==> config.mk <==
export PLATFORM = sky130hd
export DESIGN_NAME = univ_mod_counter
export DESIGN_NICKNAME = d
export VERILOG_FILES = /design/src/rtl/univ_mod_counter.sv
export SDC_FILE = /design/constraint.sdc
export NUM_CORES = 1
export LEC_CHECK = 0
export ABC_AREA = 1
export ABC_CLOCK_PERIOD_IN_PS = 2800
export CAP_MARGIN = 0
export CORE_MARGIN = 5
export CORE_UTILIZATION = 30
export CTS_CLUSTER_SIZE = 12
export DETAILED_ROUTE_END_ITERATION = 10
export PLACE_DENSITY_LB_ADDON = 0.3
export SLEW_MARGIN = 30
export SYNTH_ARGS = -nofsm -noshare
export SYNTH_HDL_FRONTEND = slang
export SYNTH_SLANG_ARGS = --single-unit
==> constraint.sdc <==
create_clock -name clk -period 2.8 [get_ports clk]
set_input_delay 0.56 -clock clk [delete_from_list [all_inputs] [get_ports clk]]
set_output_delay 0.56 -clock clk [all_outputs]
set_load 0.005 [all_outputs]
==> src/rtl/univ_mod_counter.sv <==
// univ_mod_counter: mod-M up/down counter with programmable step, wrap or saturate mode,
// clamped parallel load, tick flags, a one-cycle wrap pulse and a sticky clamp error.
module univ_mod_counter #(
  parameter int N = 4,
  parameter int M = 10,
  parameter int S = 2
) (
  input  logic         clk,
  input  logic         rst,
  input  logic         syn_clr,
  input  logic         load,
  input  logic         en,
  input  logic         up,
  input  logic         sat,
  input  logic [S-1:0] step,
  input  logic [N-1:0] d,
  input  logic         err_clr,
  output logic [N-1:0] q,
  output logic         max_tick,
  output logic         min_tick,
  output logic         wrap,
  output logic         err
);
  localparam logic [N:0] MOD = (N+1)'(M);
  localparam logic [N:0] TOP = (N+1)'(M-1);
  if (M < 2 || M > 2**N) begin : g_bad_m
    $error("univ_mod_counter: M must satisfy 2 <= M <= 2**N");
  end
  if (2**S - 1 > M - 1) begin : g_bad_s
    $error("univ_mod_counter: largest step must not exceed M-1");
  end
  logic [N-1:0] q_q, q_d;
  logic         wrap_q, wrap_d, err_q, err_d;
  logic [N:0]   cur, stp, sum, dif;
  // One extra bit keeps q+step and q+M-step exact before reduction.
  always_comb begin
    cur    = {1'b0, q_q};
    stp    = (N+1)'(step);
    sum    = cur + stp;
    dif    = cur >= stp ? cur - stp : (sat ? '0 : cur + MOD - stp);
    q_d    = q_q;
    wrap_d = 1'b0;
    err_d  = err_q & ~err_clr;
    if (syn_clr) q_d = '0;
    else if (load) begin
      q_d   = {1'b0, d} < MOD ? d : TOP[N-1:0];
      err_d = err_d | ({1'b0, d} >= MOD);
    end else if (en) begin
      q_d    = up ? (sum >= MOD ? (sat ? TOP[N-1:0] : N'(sum - MOD)) : sum[N-1:0]) : dif[N-1:0];
      wrap_d = ~sat & (up ? sum >= MOD : cur < stp);
    end
  end
  always_ff @(posedge clk or negedge rst) begin
    if (!rst) begin
      q_q    <= '0;
      wrap_q <= 1'b0;
      err_q  <= 1'b0;
    end else begin
      q_q    <= q_d;
      wrap_q <= wrap_d;
      err_q  <= err_d;
    end
  end
  assign q        = q_q;
  assign max_tick = {1'b0, q_q} == TOP;
  assign min_tick = q_q == '0;
  assign wrap     = wrap_q;
  assign err      = err_q;
endmodule

**Yosys cells after proc, flatten, opt, wreduce, memory -nomap -nowiden**

Index checks and enable logic that the tools add are counted.

- Shift-type cells: 0
- Multiplexer cells: 15
- Bitwise operators: 5
- $add $sub $neg: 5
- Eq/ne operators: 1
- Reduce and logical (&&, ||, !) cells: 2
- $lt $le $gt $ge: 5
- Multipliers: 0
- Divide/modulo/power cells: 0

Operator list:

| kind | count |
|---|---|
| 2-to-1 mux 4 bit | 9 |
| subtractor 4 x 2 -> 4 bit | 2 |
| 2-to-1 mux 1 bit | 6 |
| adder 4 x 2 -> 5 bit | 1 |
| greater-or-equal comparator 5 x 4 -> 1 bit, second input constant | 1 |
| adder 4 bit, second input constant | 1 |
| == test 4 bit, second input constant | 1 |
| greater-or-equal comparator 4 x 2 -> 1 bit | 1 |
| greater-or-equal comparator 4 bit, second input constant | 1 |
| zero test 4 bit | 1 |
| less-than comparator 4 x 2 -> 1 bit | 1 |
| less-than comparator 4 bit, second input constant | 1 |
| subtractor 4 bit, second input constant | 1 |
| nonzero test 3 bit | 1 |
| bitwise AND 1 bit | 2 |
| inverter 1 bit | 2 |
| bitwise OR 1 bit | 1 |

- Bits in latches: 0
- Memory bits (writable): 0
- Logic and storage cells: 36
- Bits in registers: 6
- Bits of input ports: 14
- Memories: 0
- Bits in read-only memories: 0

**Logic depth before layout (Yosys ltp)**

- Depth in word-level cells: 8
- Mapped depth: 14

**Worst setup path after synthesis**

OpenSTA, ideal clock, no wires.

- Kind: input port to flip-flop
- Start point: in step[0]
- End point: reg q_q[1], in the netlist q[1]
- Stages on the path: 14
- Slack: 526 ps
- Arrival time: 2158 ps
- Cells stage by stage: ha_1 -> fa_1 -> inv_1 -> nand2_1 -> and2_1 -> ha_1 -> nand2_2 -> nand3_4 -> nand2_4 -> nand2_1 -> nand3_1 -> nand2_1 -> nand2_1 -> nand2_1

- Cells in the longest elaborated chain, start to end: 8
- Elaborated cells between the ends (all ways): 14
- Those cells by class: 4 x add/sub; 2 x order compare; 8 x mux

RTL lines:

| element | RTL line | text |
|---|---|---|
| from (decl) | 15 | `input logic [S-1:0] step,` |
| adder 4 x 2 -> 5 bit | 39 | `sum = cur + stp;` |
| subtractor 4 bit | 49 | `q_d = up ? (sum >= MOD ? (sat ? TOP[N-1:0] : N'(sum - MOD)) : sum[N-1:0]) : dif[N-1:0];` |
| 2-to-1 mux 4 bit (2 in a row) | 49 |  |
| 2-to-1 mux 4 bit * | 49 |  |
| 2-to-1 mux 4 bit * | 48 | `end else if (en) begin` |
| 2-to-1 mux 4 bit * | 45 | `else if (load) begin` |
| 2-to-1 mux 4 bit * | 44 | `if (syn_clr) q_d = '0;` |
| to (signal assigned) | 59 | `q_q <= q_d;` |
| to (decl) | 32 | `logic [N-1:0] q_q, q_d;` |

Every way passes the cells marked *; elsewhere a longest branch is shown, timed or not. The select of a mux whose other input is x is not followed.
A chain may end at the register's enable or synchronous reset.

**Final worst setup path**

Ends and elaborated chain as after synthesis.

==> flow_summary_export.csv <==
group,metric,value,unit
status,status,"finished, final reports clean",
routing,drt_iter0_drc,34,
final_layout,areaGrowthSynthToFinish,35.07,%
global_route,grt_overflow,0,
clock_tree,cts.sinks,6,
critical_path,crit_top_cell,"nand2_1",
floorplanning,die_x,65.93,um
global_route,grt_usage,12.05,%
global_route,grt_pass1_wl,4146,um
place,numPortBuffers,21,
routing,wl,2356,um
global_route,grt_pass1_vias,996,
clock_tree,clock_latency,250,ps
yosys,synth-edff-count,0,
floorplanning,start_util,30.99,%
final_layout,drive_above_1_share,16.07,%
yosys,syn_avg_cell_area,6.800,um2
clock_tree,clock_path_buffers,2,
timing,worst_slack,249.2,ps
place,place_area,0.001245,mm2
final_layout,design_area,0.001267,mm2
timing,worst_pin_slew,344.0,ps
timing,rsz0062_at_grt,"false",
yosys,synth_simple_gate_area_share,36.53,%
clock_tree,cts_hold_buf,0,
critical_path,cp.depth,15,
routing,drc,0,
worst_hold_path,hold_path_depth,2,
yosys,yosysTopAreaCell,"dfrtp_1",
yosys,syn_area,938.4,um2
routing,vias_per_cell,4.434,
critical_path,criticalPathCategory,"input pin to flip-flop",
global_route,busiest_layer,"met2",
clock_tree,cts_tree,"built",
yosys,synth_seq_cells,6,
yosys,synth_xor_area_share,1.867,%
floorplanning,dieArea,0.004347,mm2
yosys,synthCells,138,
timing,hold_viol,0,
power,powerDensity,366.9,mW/mm2
yosys,synth_seq_area_share,16.00,%
power,p_leak,0.6334,nW
routing,drt-pass1-iter-count,4,
routing,via_count,940,
timing,slew_viol_final,0,
worst_hold_path,min_path_type,"flip-flop to flip-flop",
yosys,synth_top_flop_cell,"dfrtp_1",
global_route,antenna_found_initial,0,
final_layout,final_common_cell,"nand2_1",
critical_path,cp_top_family,"adder cells",
global_route,gr-usage-met2,20.15,%
yosys,synthDominantCellAreaShare,16.00,%
yosys,synth_top_family_by_area,"simple AND/OR/NAND/NOR gates",
yosys,ys_types,28,
routing,wl_per_cell,11.11,um
routing,drtAntennaViolNets,0,
place,place_congestion,0.9095,
timing,finalCritPeriodShare,91.10,%
clock_tree,post-cts-setup-buffer-count,0,
critical_path,slowest_delay,440,ps
clock_tree,cts_inserted_buffers,3,
floorplanning,core-area,0.003028,mm2
yosys,synthArstFlopShare,100.0,%
global_route,grt_max_degree,10,
timing,setup_violations,0,
timing,clock_skew,6.697,ps
critical_path,start_kind,"input pin",
clock_tree,cts_max_level,1,
yosys,synth_mux_area_share,0,%
floorplanning,die_h,65.93,um
critical_path,crit_path_max_fanout,4,
yosys,synth_compound_area_share,11.87,%
final_layout,mostFrequentLayoutCells,"nand2_1 (32), inv_1 (23), clkdlybuf4s50_1 (21)",
yosys,synth.area.top_cells,"dfrtp_1 (16%), ha_1 (15%), nand2_1 (13%)",
final_layout,n_fill_cell,331,
clock_tree,cts_resized,0,
global_route,use_met3,4.082,%
final_layout,nets,198,
place,dp_hpwl,2058,um
timing,period_minus_slack,2551,ps
critical_path,end_kind,"flip-flop",
critical_path,critPathSlowestCell,"clkdlybuf4s50_1",
critical_path,cp_num_buf_inv,2,
place,dp_slack,-15.38,ps
yosys,syn_nets,166,
job,max_cap_viol_count,0,
floorplanning,ios,22,
yosys,ys_warn_count,0,
critical_path,reg2reg_depth,14,
critical_path,critPathRequiredTime,2940,ps
clock_tree,root_buffer,"clkbuf_4",
floorplanning,num_rows,20,
final_layout,num_antenna_cells,0,
power,ir_drop,0.2411,mV
timing,clock.fmax,392.0,MHz
clock_tree,clk_pin_slew,50,ps
timing,max_slew_margin,77.06,%
critical_path,cp_cell_sequence,"clkdlybuf4s50_1, ha_1, fa_1, inv_1, nand2_1, and2_1, ha_1, nand2_2, nand3_4, nand2_4, nand2_1, nand3_1, nand2_1, nand2_1, nand2_1",
yosys,synthAdderAreaFrac,21.07,%
global_route,met1_usage,15.15,%
critical_path,crit_arrival,2690,ps
## cells in the mapped netlist (2+ instances only)
| cell type | number |
|---|---|
| a211oi_1 | 2 |
| a21oi_1 | 4 |
| a21oi_2 | 2 |
| dfrtp_1 | 6 |
| fa_1 | 3 |
| ha_1 | 11 |
| inv_1 | 23 |
| inv_2 | 4 |
| nand2_1 | 32 |
| nand2_2 | 5 |
| nand3_1 | 13 |
| nand3_4 | 2 |
| nor2_1 | 9 |
| nor3_1 | 2 |
| o211ai_1 | 2 |
| o21ai_0 | 5 |
| xnor2_1 | 2 |
## area by class of cell
type | count | area, um2 | area share, %
inverter | 28 | 107.6 | 8.490
timing repair buffer | 28 | 262.8 | 20.73
sequential | 6 | 150.1 | 11.85
multi-input combinational | 103 | 669.4 | 52.81
tap | 44 | 55.05 | 4.344
clock buffer | 3 | 22.52 | 1.777
## flip-flops by register name, summed over array words and instances, names as in the netlist
register,count
wrap,1
err,1
q,4
## final timing paths
| check | start | slack (ps) | to |
|---|---|---|---|
| setup / recovery | step[0] | 250 | q[1] |
| hold / removal | err | 540 | err |
| setup reg to reg | q[0] | 550 | q[1] |
| hold reg to reg | err | 540 | err |
| max in group asynchronous | rst | 2000 | err |
| min in group asynchronous | rst | 560 | q[0] |
## tightest hold or removal path: stages (launching register included)
cell,delay (ps)
dfrtp_1,370
inv_1,50
o22ai_1,80
## report_power, final
| group | leakage [nW] | internal, mW | total [mW] | switching (mW) |
|---|---|---|---|---|
| clock | 0.0138 | 0.0485 | 0.0799 | 0.0314 |
| combinational | 0.541 | 0.130 | 0.275 | 0.145 |
| sequential | 0.0790 | 0.0946 | 0.110 | 0.0153 |
| total | 0.633 | 0.273 | 0.465 | 0.192 |
## kinds of logic after synthesis
logic type	Yosys count
flops	6
fa+ha+maj	14
simple gates	69
buf+inv	29
compound gates	18
xor+xnor	2
## per-layer routing
layer | up-vias | routed length, um
met5 | - | 0
met2 | 24 | 1089
met3 | 2 | 140
li1 | 501 | -
met1 | 413 | 1100
met4 | 0 | 26
## stage by stage
stage | util [%] | std cells | TNS, ps | total power [mW] | hold WS, ps
2_1_floorplan | - | 138 | 0 | 0.2851 | 264.4
3_3_place_gp | 41.12 | 209 | 0 | 0.3815 | 532.4
3_5_place_dp | 41.12 | 209 | -22.70 | 0.3880 | 545.9
4_1_cts | 41.86 | 212 | 0 | 0.4706 | 552.0
5_1_grt | 41.86 | 212 | 0 | 0.5131 | 567.2
6_report | 41.86 | 212 | 0 | 0.4651 | 543.8
Power figures use the tool's default switching activity.
